`config.mk`:
```
export PLATFORM = sky130hd
export DESIGN_NAME = fetch_prefetch_unit
export DESIGN_NICKNAME = d
export VERILOG_FILES = /design/src/rtl/fetch_prefetch_unit.sv
export SDC_FILE = /design/constraint.sdc
export NUM_CORES = 1
export LEC_CHECK = 0
export CORE_AREA = 2 2 134 136
export CTS_CLUSTER_SIZE = 14
export DETAILED_ROUTE_END_ITERATION = 16
export DIE_AREA = 0 0 136 138
export PLACE_DENSITY = 0.69
export SLEW_MARGIN = 20
export SYNTH_ARGS = -nofsm -noshare
export SYNTH_HDL_FRONTEND = slang
export SYNTH_SLANG_ARGS = --single-unit
```
`constraint.sdc`:
```
create_clock -name Clk -period 3.83 [get_ports Clk]
set_input_delay 0.383 -clock Clk [delete_from_list [all_inputs] [get_ports Clk]]
set_output_delay 0.383 -clock Clk [all_outputs]
set_load 0.005 [all_outputs]
```
`src/rtl/fetch_prefetch_unit.sv`:
```
// Instruction fetch stage with a small prefetch queue.
// Issues word fetches to an in-order, variable-latency instruction memory,
// buffers returned words, and hands one instruction per cycle to decode
// together with its PC and PC+4. A redirect flushes the queue and marks
// every request still in flight as stale, so its response is discarded.
module fetch_prefetch_unit #(
    parameter logic [31:0] RESET_PC = 32'h0000_0000,
    parameter int unsigned QDEPTH   = 2
) (
    input  logic        Clk,
    input  logic        Reset,
    output logic        MemReq,
    output logic [31:0] MemAddr,
    input  logic        MemGnt,
    input  logic        MemRespValid,
    input  logic [31:0] MemRespData,
    input  logic        Redirect,
    input  logic [31:0] RedirectPC,
    input  logic        DecStall,
    output logic        InstValid,
    output logic [31:0] Instruction,
    output logic [31:0] InstPC,
    output logic [31:0] NextInstruct
);

    // Counters hold 0..QDEPTH; queue pointers index QDEPTH (power of two) slots.
    localparam int unsigned CW = $clog2(QDEPTH + 1);
    localparam int unsigned PW = $clog2(QDEPTH);
    localparam logic [CW:0] DEPTH = (CW + 1)'(QDEPTH);

    // Architectural state
    logic [31:0]   fetch_pc_q, fetch_pc_d;
    logic [31:0]   head_pc_q,  head_pc_d;
    logic [CW-1:0] inflight_q, inflight_d;
    logic [CW-1:0] drop_cnt_q, drop_cnt_d;
    logic [CW-1:0] count_q,    count_d;
    logic [PW-1:0] rd_ptr_q,   rd_ptr_d;
    logic [PW-1:0] wr_ptr_q,   wr_ptr_d;
    logic [31:0]   queue_q [QDEPTH];

    // Per-cycle events
    logic [CW:0]   occupancy;
    logic          issue;
    logic          resp_drop;
    logic          push;
    logic          pop;
    logic [31:0]   redirect_pc_aligned;

    // The two low address bits of a redirect target are don't-care.
    logic          redirect_pc_unused;
    assign redirect_pc_unused  = ^RedirectPC[1:0];
    assign redirect_pc_aligned = {RedirectPC[31:2], 2'b00};

    // Credit check on registered values only: a pop this cycle frees a slot next cycle.
    assign occupancy = {1'b0, inflight_q} + {1'b0, count_q};
    assign MemReq    = !Reset && !Redirect && (occupancy < DEPTH);
    assign MemAddr   = fetch_pc_q;
    assign issue     = MemReq && MemGnt;

    // Responses for requests issued before a redirect are stale and dropped.
    assign resp_drop = MemRespValid && (drop_cnt_q != '0);
    assign push      = MemRespValid && !resp_drop && !Redirect;

    // Head of queue presented to decode; NOOP when empty, no bypass of arriving data.
    assign InstValid    = (count_q != '0);
    assign pop          = InstValid && !DecStall && !Redirect;
    assign Instruction  = InstValid ? queue_q[rd_ptr_q] : 32'h0000_0000;
    assign InstPC       = head_pc_q;
    assign NextInstruct = head_pc_q + 32'd4;

    // Next-state computation; redirect overrides issue, push and pop.
    always_comb begin
        // NOTE: every _d gets a default first so no path leaves it unassigned (no latches).
        fetch_pc_d = fetch_pc_q;
        head_pc_d  = head_pc_q;
        inflight_d = inflight_q;
        drop_cnt_d = drop_cnt_q;
        count_d    = count_q;
        rd_ptr_d   = rd_ptr_q;
        wr_ptr_d   = wr_ptr_q;

        if (Redirect) begin
            fetch_pc_d = redirect_pc_aligned;
            head_pc_d  = redirect_pc_aligned;
            count_d    = '0;
            rd_ptr_d   = '0;
            wr_ptr_d   = '0;
            // Everything still outstanding after this cycle's response is stale,
            // including requests that were already marked stale earlier.
            inflight_d = inflight_q - CW'(MemRespValid);
            drop_cnt_d = inflight_q - CW'(MemRespValid);
        end else begin
            if (issue) begin
                fetch_pc_d = fetch_pc_q + 32'd4;
            end
            inflight_d = inflight_q + CW'(issue) - CW'(MemRespValid);
            if (resp_drop) begin
                drop_cnt_d = drop_cnt_q - CW'(1);
            end
            if (push) begin
                wr_ptr_d = wr_ptr_q + PW'(1);
            end
            if (pop) begin
                rd_ptr_d  = rd_ptr_q + PW'(1);
                head_pc_d = head_pc_q + 32'd4;
            end
            count_d = count_q + CW'(push) - CW'(pop);
        end
    end

    // Control state registers with synchronous reset; reset beats redirect.
    always_ff @(posedge Clk) begin
        // NOTE: sequential state uses non-blocking assignments only, so all registers update together.
        if (Reset) begin
            fetch_pc_q <= RESET_PC;
            head_pc_q  <= RESET_PC;
            inflight_q <= '0;
            drop_cnt_q <= '0;
            count_q    <= '0;
            rd_ptr_q   <= '0;
            wr_ptr_q   <= '0;
        end else begin
            fetch_pc_q <= fetch_pc_d;
            head_pc_q  <= head_pc_d;
            inflight_q <= inflight_d;
            drop_cnt_q <= drop_cnt_d;
            count_q    <= count_d;
            rd_ptr_q   <= rd_ptr_d;
            wr_ptr_q   <= wr_ptr_d;
        end
    end

    // Queue storage: write accepted response words at the tail.
    always_ff @(posedge Clk) begin
        // NOTE: storage is not reset; count_q gates its contents, so stale words are never visible.
        if (push) begin
            queue_q[wr_ptr_q] <= MemRespData;
        end
    end

endmodule

```
After elaboration in Yosys (flattened, before gate mapping). Memory sizes are Yosys's and may differ from the RTL's. A register that Yosys moved wholly into a read port is not among the register bits. Index checks and enable logic that the tools add are counted.

Magnitude comparators: 1. Mux-type cells: 12. Div/mod/pow operators: 0. Bitwise logic cells: 0. Shift operators: 0. Reduce and logical (&&, ||, !) cells: 18. Multiply operators: 0. Equality and inequality tests: 0. $add $sub $neg: 11.

Operators with widths (number): $mux W32 (5); $add A32 B3 Y32 const B (2); $reduce_bool A2 Y1 (5); $logic_and A1 B1 Y1 (8); $mux W2 (3); $sub A2 B1 Y2 (3); $add A2 B1 Y2 (2); $logic_not A1 Y1 (4); $mux W1 (4); $add A2 B2 Y3 (1); $lt A3 B2 Y1 const B (1); $add A1 B1 Y1 const B (2); $reduce_or A2 Y1 (1); $sub A2 B1 Y2 const B (1).

Bits in writable memories: 64. Bits in latches: 0. ROM bits: 0. Output and inout bits: 130. Memories kept: 1. Register bits: 72. Word-level logic and storage cells: 52.

Memory list: queue_q (depth 2, width 32, read ports 1, clocked after memory_dff 1, wr ports 1, line 39) `logic [31:0] queue_q [QDEPTH];`.

Logic depth before layout (Yosys ltp).
Word-level depth: 7. Depth in mapped cells: 13.

Worst setup path after synthesis. Ideal clock, no wire load.

Path kind: input -> register. From: input port Redirect. To: memory queue_q[0][0], enable pin. Slack: 0.943 ns. Stages on the path: 5. Required time: 3.409 ns. Path buffers: 2. Arrival time: 2.466 ns. Cells stage by stage: buf_6 inv_1 clkbuf_1 nand3_1 nor2_1.

Word-level cells in the longest chain between the ends: 4.

RTL lines: start: declaration (line 17) `input logic Redirect,`; $logic_not A1 Y1 (line 62) `assign push = MemRespValid && !resp_drop && !Redirect;`; $logic_and A1 B1 Y1 (line 62); $mux W1 (line 136) `if (push) begin`; $mux W1 (implied by the code) (line 137) `queue_q[wr_ptr_q] <= MemRespData;`; end: declaration (line 39).

Every way passes these cells.

Worst setup path in the final report.
From: register head_pc_q[2] (netlist: InstPC[2]). To: output port NextInstruct[28].

Word-level cells in the longest chain between the ends: 1.

RTL lines: start: declaration (line 33) `logic [31:0] head_pc_q, head_pc_d;`; start signal: assignment (line 124) `head_pc_q <= head_pc_d;`; $add A32 B3 Y32 (line 69) `assign NextInstruct = head_pc_q + 32'd4;`; end: declaration (line 23) `output logic [31:0] NextInstruct`.

Every way passes these cells.

==> results_dict.tcl <==
set metrics [dict create \
    worstReg2RegStart "count_q[0]" \
    grt_pass1_vias 5848 \
    critical_path_class "flop to output port" \
    min-delay-start "Redirect" \
    grt_pass1_wl_um 30900 \
    slew_headroom_pct 28.1 \
    maxCapViolations 0 \
    clk_pin_slew_ps 60 \
    finalCritPeriodShare_pct 88.2 \
    die_x_um 136 \
    grt_usage_pct 20.8 \
    drive_gt1_share_pct 6.20 \
    fin_nets 969 \
    wl_met1_um 8640 \
    critical_path_required_ps 3450 \
    final_common_cell "clkdlybuf4s50_1" \
    viasPerCell 5.44 \
    rsz0062_at_grt "false" \
    wl_met3_um 1400 \
    place_congestion 0.898 \
    grt_max_degree 69 \
    syn_to_final_growth_pct 37.2 \
    synth_top_family_by_area "simple AND/OR/NAND/NOR gates" \
    worstMarginPinSlew_ps 1080 \
    layout.cells.most_common_list "clkdlybuf4s50_1, dfxtp_1, nor2_1" \
    post-cts-setup-buffer-count 0 \
    rr_worst_depth 12 \
    clkLatencyLatePin_ps 420 \
    ys_seq_area_share_pct 47.2 \
    setup_tns_ps 0 \
    end_kind "output port" \
    die_h_um 138 \
    fmax_mhz 296 \
    cts_resized 0 \
    cts_tree "built" \
    peakVddDrop_uv 322 \
    ioPinCount 200 \
    synth_cells 716 \
    synth_flop_cell "dfxtp_1" \
    status "complete, no violations" \
    top_layer_used "met4" \
    fin_crit_ps 3380 \
    dieArea_mm2 0.0188 \
    synth_cell_types 64 \
    finClkSkew_ps 14.0 \
    async_flop_share_pct 0 \
    hold_viol_final 0 \
    routed_wl_um 19600 \
    row_count 49 \
    drtPass1Iterations 5 \
    hold_depth 3 \
    final_util_pct 54.8 \
    cp-start-kind "flop" \
    drtAntennaViolNets 0 \
    synth_compound_area_share_pct 13.4 \
    cts.htree.levels 4 \
    dp_hpwl_um 14100 \
    cts_root_buffer "clkbuf_16" \
    vias 6157 \
    num_antenna_cells 0 \
    regToRegSetupSlack_ps 740 \
    muxShareOfSynthArea_pct 4.57 \
    wl_per_cell_um 17.3 \
    cts_hold_buf 0 \
    ys_seq_elements 133 \
    antenna_found_initial 0 \
    drt_iter0_markers 297 \
    synthXorXnorAreaFrac_pct 6.63 \
    cts_buffers 17 \
    setup_viol 0 \
    worstSetupStartpoint "InstPC[2]" \
    min_to "MemAddr[9]" \
    fillers 1594 \
    hold_class "input port to flop" \
    r2r_end "inflight_q[1]" \
    powerDensity_mw_per_mm2 383 \
    yosysWarnings 0 \
    cp.arrival_ps 2990 \
    syn_area_mm2 0.00700 \
    avgSynthCellArea_um2 9.78 \
    wl_met2_um 9040 \
    critPathMaxFanout 8 \
    core_area_mm2 0.0175 \
    synth_fa_ha_area_share_pct 1.71 \
    p_leak_nw 3.20 \
    route.detailed.drc 0 \
    clock-sinks 133 \
    gr-total-overflow 0 \
    start_util_pct 39.9 \
    yosys.area_share.simple_pct 21.7 \
    maxSlewViolCount 0 \
    synth_edf_count 64 \
    clockBufferDepth 2 \
    portBuffers 191 \
]
state kept, by name (all words and copies together) (netlist names), named ones only:
name	cells
count_q	2
inflight_q	2
wr_ptr_q	1
InstPC	30
MemAddr	30
rd_ptr_q	1
queue_q	64
drop_cnt_q	2
synth_stat cells (18+ instances only):
library cell / instances / area (um^2)
nand3_1: 19 / 95.1
inv_1: 18 / 67.6
nor2_1: 70 / 263
clkbuf_1: 36 / 135
mux2i_1: 32 / 320
xnor2_1: 28 / 245
nand2_1: 59 / 221
edfxtp_1: 64 / 1920
o21a_1: 20 / 150
dfxtp_1: 69 / 1380
nand4_1: 24 / 150
nor3_1: 24 / 120
xor2_1: 25 / 219
nor4_1: 25 / 156
routing by layer:
layer / GRT usage [%] / vias to the layer above
met5: 0 / -
met4: 8.22 / 0
met3: 5.17 / 36
met2: 32.6 / 251
met1: 27.5 / 2868
li1: - / 3002
report_power, final:
part	switching, W	internal (W)
combinational	0.000204	0.000291
sequential	0.0000917	0.00156
clock	0.000678	0.000854
critical path, stage by stage (launching register included):
cell and delay (ps):
dfxtp_1 440, ha_1 290, nand4_1 120, buf_4 190, or3_1 480, nor4b_1 340
xor2_1 190, clkdlybuf4s50_1 520
per-stage QoR:
stage                     area [um^2]  power, W  hold slack, ps  worst slack (ps)  std cells
after floorplan                  7020   0.00189             481               943        721
after global placement           9050   0.00217             497               832       1100
after detailed placement         9050   0.00218             500               775       1100
after CTS                        9610   0.00372             309               434       1132
after global routing             9610   0.00384             323               295       1132
final                            9610   0.00368             331               453       1132
worst max-delay path by stage:
stage	end	slack, ps	cells past startpoint
final	NextInstruct[28]	450	7
after global routing	NextInstruct[28]	290	7
after CTS	NextInstruct[28]	430	7
after detailed placement	inflight_q[1]	780	12
after global placement	inflight_q[1]	830	12
after floorplan	queue_q[0][0]	940	5
cell families (layout without fill, tap and decap cells):
logic type      after synthesis  after routing
flops                       133            133
fa+ha+maj                     9              9
compound gates              126            126
simple gates                290            290
buf+inv                      72            254
mux                          32             32
other cells                   1              6
xor+xnor                     53             53
layout make-up:
type | count | area, um^2 | share of cell area (%)
Clock buffer | 17 | 425 | 4.43
Clock inverter | 15 | 133 | 1.38
Inverter | 18 | 67.6 | 0.703
Multi-Input combinational cell | 516 | 3390 | 35.3
Sequential cell | 133 | 3300 | 34.4
Tap cell | 229 | 287 | 2.98
Timing Repair Buffer | 204 | 2000 | 20.9
Power figures use the tool's default switching activity.
